File: src/rtl/led_pkg.sv
// led_pkg
// Shared types and constants for the LED chaser controller.
//   state_t          : controller state (IDLE, RUN, PAUSED)
//   DIR_LEFT/RIGHT   : values of the dir level input
//   MODE_WRAP/BOUNCE : values of the mode level input
//   DEFAULT_TICK_DIV : base prescaler terminal count for a 50 MHz board clock
package led_pkg;

    typedef enum logic [1:0] {
        ST_IDLE   = 2'd0,
        ST_RUN    = 2'd1,
        ST_PAUSED = 2'd2
    } state_t;

    localparam logic DIR_LEFT    = 1'b0;
    localparam logic DIR_RIGHT   = 1'b1;

    localparam logic MODE_WRAP   = 1'b0;
    localparam logic MODE_BOUNCE = 1'b1;

    localparam int unsigned DEFAULT_TICK_DIV = 50_000_000;

endpackage

File: src/rtl/tick_prescaler.sv
// tick_prescaler
// Free-running cycle counter that paces timed LED advances.
// Ports:
//   CLK, RST  : clock and asynchronous active-high reset
//   en        : count this cycle (controller is running and not being paused)
//   clr       : restart the count from 0 (start or clr pulse)
//   speed     : terminal count is TICK_DIV >> speed
//   tick_now  : high in the cycle whose edge performs the advance
module tick_prescaler #(
    parameter int unsigned TICK_DIV = 16
) (
    input  logic       CLK,
    input  logic       RST,
    input  logic       en,
    input  logic       clr,
    input  logic [1:0] speed,
    output logic       tick_now
);

    localparam int CNT_W = $clog2(TICK_DIV);

    logic [CNT_W-1:0] cnt_q;
    logic [CNT_W-1:0] cnt_d;
    logic [31:0]      term_m1;
    logic             at_term;

    // Compare with >= rather than == so that raising the speed while the
    // count is already past the new terminal value fires on the next edge
    // instead of running on until the counter overflows.
    always_comb begin
        term_m1  = (32'(TICK_DIV) >> speed) - 32'd1;
        at_term  = (32'(cnt_q) >= term_m1);
        tick_now = en && at_term;
    end

    // Next count: restart has priority, otherwise count while enabled and
    // roll back to zero on the advancing edge.
    always_comb begin
        cnt_d = cnt_q;
        if (clr) begin
            cnt_d = '0;
        end else if (en) begin
            cnt_d = at_term ? '0 : cnt_q + CNT_W'(1);
        end
    end

    always_ff @(posedge CLK or posedge RST) begin
        if (RST) begin
            cnt_q <= '0;
        end else begin
            cnt_q <= cnt_d;
        end
    end

endmodule

File: src/rtl/led_chaser_ctrl.sv
// led_chaser_ctrl
// Run-time controller for the one-hot LED chaser.
// Ports:
//   CLK, RST      : clock and asynchronous active-high reset
//   start/stop    : pulses to run and pause
//   clr           : pulse back to IDLE with the LED at position 0
//   step          : pulse for a single manual advance when not running
//   dir, mode     : direction (0 = toward MSB) and wrap(0)/bounce(1) levels
//   speed         : step period is TICK_DIV >> speed cycles
//   led           : one-hot LED pattern
//   tick          : pulse with every timed advance
//   wrap          : pulse on wrap-around or bounce reversal
//   running       : high in RUN
module led_chaser_ctrl
    import led_pkg::*;
#(
    parameter int          WIDTH    = 8,
    parameter int unsigned TICK_DIV = DEFAULT_TICK_DIV
) (
    input  logic             CLK,
    input  logic             RST,
    input  logic             start,
    input  logic             stop,
    input  logic             clr,
    input  logic             step,
    input  logic             dir,
    input  logic             mode,
    input  logic [1:0]       speed,
    output logic [WIDTH-1:0] led,
    output logic             tick,
    output logic             wrap,
    output logic             running
);

    localparam logic [WIDTH-1:0] LED_LSB = {{(WIDTH-1){1'b0}}, 1'b1};
    localparam logic [WIDTH-1:0] LED_MSB = {1'b1, {(WIDTH-1){1'b0}}};

    state_t           state_q, state_d;
    logic [WIDTH-1:0] led_q, led_d;
    logic             bdir_q, bdir_d;
    logic             tick_q, tick_d;
    logic             wrap_q, wrap_d;

    logic             presc_en;
    logic             presc_clr;
    logic             tick_now;

    logic [WIDTH-1:0] adv_led;
    logic             adv_bdir;
    logic             adv_wrap;
    logic             move_right;
    logic             led_onehot;

    tick_prescaler #(
        .TICK_DIV (TICK_DIV)
    ) u_prescaler (
        .CLK      (CLK),
        .RST      (RST),
        .en       (presc_en),
        .clr      (presc_clr),
        .speed    (speed),
        .tick_now (tick_now)
    );

    // Candidate next position for one advance, used by both timed and
    // stepped moves. Bounce follows the stored bdir; wrap follows the live
    // dir level. A corrupted (non-one-hot) pattern recovers to position 0.
    always_comb begin
        adv_led    = led_q;
        adv_bdir   = bdir_q;
        adv_wrap   = 1'b0;
        move_right = (mode == MODE_BOUNCE) ? bdir_q : dir;
        led_onehot = (led_q != '0) && ((led_q & (led_q - LED_LSB)) == '0);

        if (!led_onehot) begin
            adv_led = LED_LSB;
        end else if (move_right == DIR_LEFT) begin
            if (led_q[WIDTH-1]) begin
                adv_wrap = 1'b1;
                if (mode == MODE_BOUNCE) begin
                    adv_led  = LED_MSB >> 1;
                    adv_bdir = DIR_RIGHT;
                end else begin
                    adv_led = LED_LSB;
                end
            end else begin
                adv_led = led_q << 1;
            end
        end else begin
            if (led_q[0]) begin
                adv_wrap = 1'b1;
                if (mode == MODE_BOUNCE) begin
                    adv_led  = LED_LSB << 1;
                    adv_bdir = DIR_LEFT;
                end else begin
                    adv_led = LED_MSB;
                end
            end else begin
                adv_led = led_q >> 1;
            end
        end
    end

    // Control sequencing with priority clr > stop > start > step. A stop
    // pulse outside RUN does nothing but still blocks a same-cycle start.
    // The prescaler only counts in RUN cycles that are not being paused.
    always_comb begin
        state_d   = state_q;
        led_d     = led_q;
        bdir_d    = bdir_q;
        tick_d    = 1'b0;
        wrap_d    = 1'b0;
        presc_en  = 1'b0;
        presc_clr = 1'b0;

        if (clr) begin
            state_d   = ST_IDLE;
            led_d     = LED_LSB;
            bdir_d    = 1'b0;
            presc_clr = 1'b1;
        end else if (stop) begin
            if (state_q == ST_RUN) begin
                state_d = ST_PAUSED;
            end
        end else if (start && (state_q != ST_RUN)) begin
            state_d   = ST_RUN;
            presc_clr = 1'b1;
            if (state_q == ST_IDLE) begin
                bdir_d = dir;
            end
        end else if (state_q == ST_RUN) begin
            presc_en = 1'b1;
            if (tick_now) begin
                led_d  = adv_led;
                bdir_d = adv_bdir;
                wrap_d = adv_wrap;
                tick_d = 1'b1;
            end
        end else if (step) begin
            led_d  = adv_led;
            bdir_d = adv_bdir;
            wrap_d = adv_wrap;
        end
    end

    always_ff @(posedge CLK or posedge RST) begin
        if (RST) begin
            state_q <= ST_IDLE;
            led_q   <= LED_LSB;
            bdir_q  <= 1'b0;
            tick_q  <= 1'b0;
            wrap_q  <= 1'b0;
        end else begin
            state_q <= state_d;
            led_q   <= led_d;
            bdir_q  <= bdir_d;
            tick_q  <= tick_d;
            wrap_q  <= wrap_d;
        end
    end

    assign led     = led_q;
    assign tick    = tick_q;
    assign wrap    = wrap_q;
    assign running = (state_q == ST_RUN);

endmodule

File: config.mk
export PLATFORM = sky130hd
export DESIGN_NAME = led_chaser_ctrl
export DESIGN_NICKNAME = d
export VERILOG_FILES = /design/src/rtl/led_pkg.sv /design/src/rtl/tick_prescaler.sv /design/src/rtl/led_chaser_ctrl.sv
export SDC_FILE = /design/constraint.sdc
export NUM_CORES = 1
export LEC_CHECK = 0
export CAP_MARGIN = 0
export CORE_MARGIN = 3
export CORE_UTILIZATION = 35
export DETAILED_ROUTE_END_ITERATION = 7
export PLACE_DENSITY = 0.57
export SYNTH_ARGS = -nofsm -noshare
export SYNTH_HDL_FRONTEND = slang
export SYNTH_HIERARCHICAL = 1
export SYNTH_SLANG_ARGS = --single-unit
File: constraint.sdc
create_clock -name CLK -period 3.5 [get_ports CLK]
set_input_delay 0.35 -clock CLK [delete_from_list [all_inputs] [get_ports CLK]]
set_output_delay 0.35 -clock CLK [all_outputs]
set_load 0.01 [all_outputs]
==> metrics.txt <==
Antenna diodes=0; global-route wire length before repair=13.2 mm; Top Ports=21; CP Launch Type=input port; Starting DRT DRC Count=134; register area share after synthesis=31.8%; Crit. End Element=register; die extent in x=99.7 µm; total routed wirelength=7.59 mm; RSZ-0062 raised after global routing=no; First-pass DRT Iterations=4; H-tree Lvls=2; power per cell area=296 mW/mm²; antenna violations before repair=0; Post-DRT Antenna Nets=0; TritonCTS buffer count=5; Slew @ Worst Pin=1030 ps; crit-path cells=clkdlybuf4s50_1 > nor2_1 > inv_1 > ha_1 > ha_1 > nand2_1 > o22ai_1 > a211o_1 > a221oi_1 > o221ai_2 > and2_1 > mux2i_2 > or2_4 > buf_4 > nand2_1 > a21oi_1; Post-synth ARST share=100%; Syn-to-layout area delta=16.0%; DR vias/cell=5.64; FMAX=309 MHz; DR vias=2751; root buffer cell=clkbuf_8; Post-Synthesis Cells=362; Clock Skew=12.1 ps; # DRC=0; Crit Path Max Fanout=6; pre-CTS WS=-129 ps; clk_lat worst skew=300 ps; Syn Std Cell Area=0.00307 mm²; Final period util=92.6%; GRT Resource Usage Total=16.1%; clock tree sinks=39; Max Slew Vio Count=0; total gr overflow=0; Post-Syn Nets=393; min cycle time layout=3240 ps; Die Area=0.00994 mm²; clock-pin transition on the worst setup and hold timing paths=90 ps; Max stage delay on crit path=480 ps; CP Data Required Time=3720 ps; Worst VDD drop=0.000145 V; placed cell count=480; final layout net count=413; Max-slew headroom=31.4%; Final WS setup=260 ps; synth unique cells=66; arrival time worst endpoint=3460 ps; WS Path Type=in -> reg; largest net degree at the start of global routing=28; total core area=0.00838 mm²; I/O Buffers=20; Placement Rows=33; Finished Layout Cells=488; Slowest cell on crit path=clkdlybuf4s50_1; wire length per cell=15.5 µm; most frequent cells in the layout=nand2_1, dfrtp_1, nor2_1; #FFs+latches synth=39; layout cells sized above 1=12.5%; CTS tree=built; RD Place Congestion=0.809; mean post-synth cell area=8.49 µm²; HPWL after detailed placement=5.49 mm; leakage power=1.49 nW; Die H=99.7 µm; setup violators final=0; Post-synth EDFFs=0; Post-synth top flop=dfrtp_1; status=completed; initial core utilization=36.6%; Hold Violations, Final=0; fin util=42.5%; Yosys warning total=6; Hold Crit Class=in -> async; setup_tns=0 ps; max-cap check violation count=0; vias in the first global route=2736; Clock Tree Buf Depth=2
## cell usage after synthesis (all sizes together) (5+ instances only)
| master | count | share of area [%] |
|---|---|---|
| nor3 | 16 | 2.6 |
| inv | 22 | 2.7 |
| o31ai | 13 | 3.7 |
| or2 | 5 | 1.0 |
| nand3 | 19 | 3.3 |
| nor2b | 8 | 2.0 |
| dfrtp | 38 | 31 |
| clkbuf | 10 | 1.3 |
| nor2 | 26 | 3.2 |
| nand2 | 38 | 4.6 |
| a22o | 9 | 2.6 |
| and3 | 6 | 1.2 |
| mux2i | 6 | 2.0 |
| a2bb2oi | 5 | 1.4 |
| buf | 9 | 1.6 |
| ha | 21 | 8.6 |
| nand4 | 7 | 1.4 |
| o21ai | 15 | 2.4 |
| a21oi | 21 | 3.8 |
| nor4 | 6 | 1.4 |
## per-stage QoR
step                      hold slack (ps)  area [µm²]  total power, mW
after CTS                             423        3550             1.06
after floorplan                       226        3070            0.554
final                                 417        3560             1.05
after global routing                  485        3560             1.10
after detailed placement              520        3420            0.599
after global placement                524        3420            0.597
## worst paths after layout
check | from | endpoint | slack, ps | cells past startpoint
setup / recovery | speed[1] | led[2]$_DFFE_PP0P_ | 260 | 16
hold reg to reg | u_prescaler/cnt_q[25]$_DFFE_PP0P_ | u_prescaler/cnt_q[25]$_DFFE_PP0P_ | 530 | 1
hold / removal | RST | tick$_DFF_PP0_ | 420 | 2
setup reg to reg | u_prescaler/cnt_q[5]$_DFFE_PP0P_ | led[2]$_DFFE_PP0P_ | 710 | 12
min in group CLK | u_prescaler/cnt_q[25]$_DFFE_PP0P_ | u_prescaler/cnt_q[25]$_DFFE_PP0P_ | 530 | 1
max in group asynchronous | RST | u_prescaler/cnt_q[0]$_DFFE_PP0P_ | 2240 | 2
## layer usage
layer  global-route usage (%)  wire [µm]
met5                        0          0
met4                     3.57         82
met3                     2.73        199
met2                     26.2       3510
met1                     22.3       3790
## sequential cells by signal (all words and copies together) (netlist names)
signal,cells
led,8
tick,1
u_prescaler/cnt_q,26
wrap,1
state_q,2
bdir_q,1
## report_power, final
part,internal (mW),switching [mW]
combinational,0.0520,0.0777
clock,0.285,0.177
sequential,0.454,0.00743
## worst max-delay path: cells and delay by family
| kind | cells | cell delay [ps] |
|---|---|---|
| AND/OR/NAND/NOR | 5 | 700 |
| buffers and inverters | 3 | 650 |
| AO/OA/AOI/OAI | 5 | 960 |
| multiplexers | 1 | 220 |
| adder cells (fa/ha/maj) | 2 | 590 |
## layout make-up
type / count / area (µm²)
fillers: 845 / 4820
multi-input cells: 282 / 1950
flip-flops and latches: 39 / 977
repair buffers: 32 / 290
well taps: 105 / 131
inverters: 22 / 82.6
clock buffers: 5 / 68.8
clock inverters: 3 / 67.6
## timing repair
item,CTS,global route
resized for setup,0,3
setup endpoints to repair,0,7
hold buffers,0,0
buffers inserted,0,0
## cell families (layout without fill, tap and decap cells)
logic type | Yosys count | in the layout | synth area share (%)
and+or+nand+nor | 152 | 152 | 25.9
AOI/OAI and AO/OA | 95 | 95 | 24.1
buffers and inverters | 41 | 62 | 5.58
DFF | 39 | 39 | 31.8
adders and majority gates | 22 | 22 | 8.92
muxes | 7 | 7 | 2.32
xor gates and xnor gates | 4 | 4 | 1.14
other | 2 | 2 | 0.244
No activity file was read; power rests on OpenSTA's default activity.
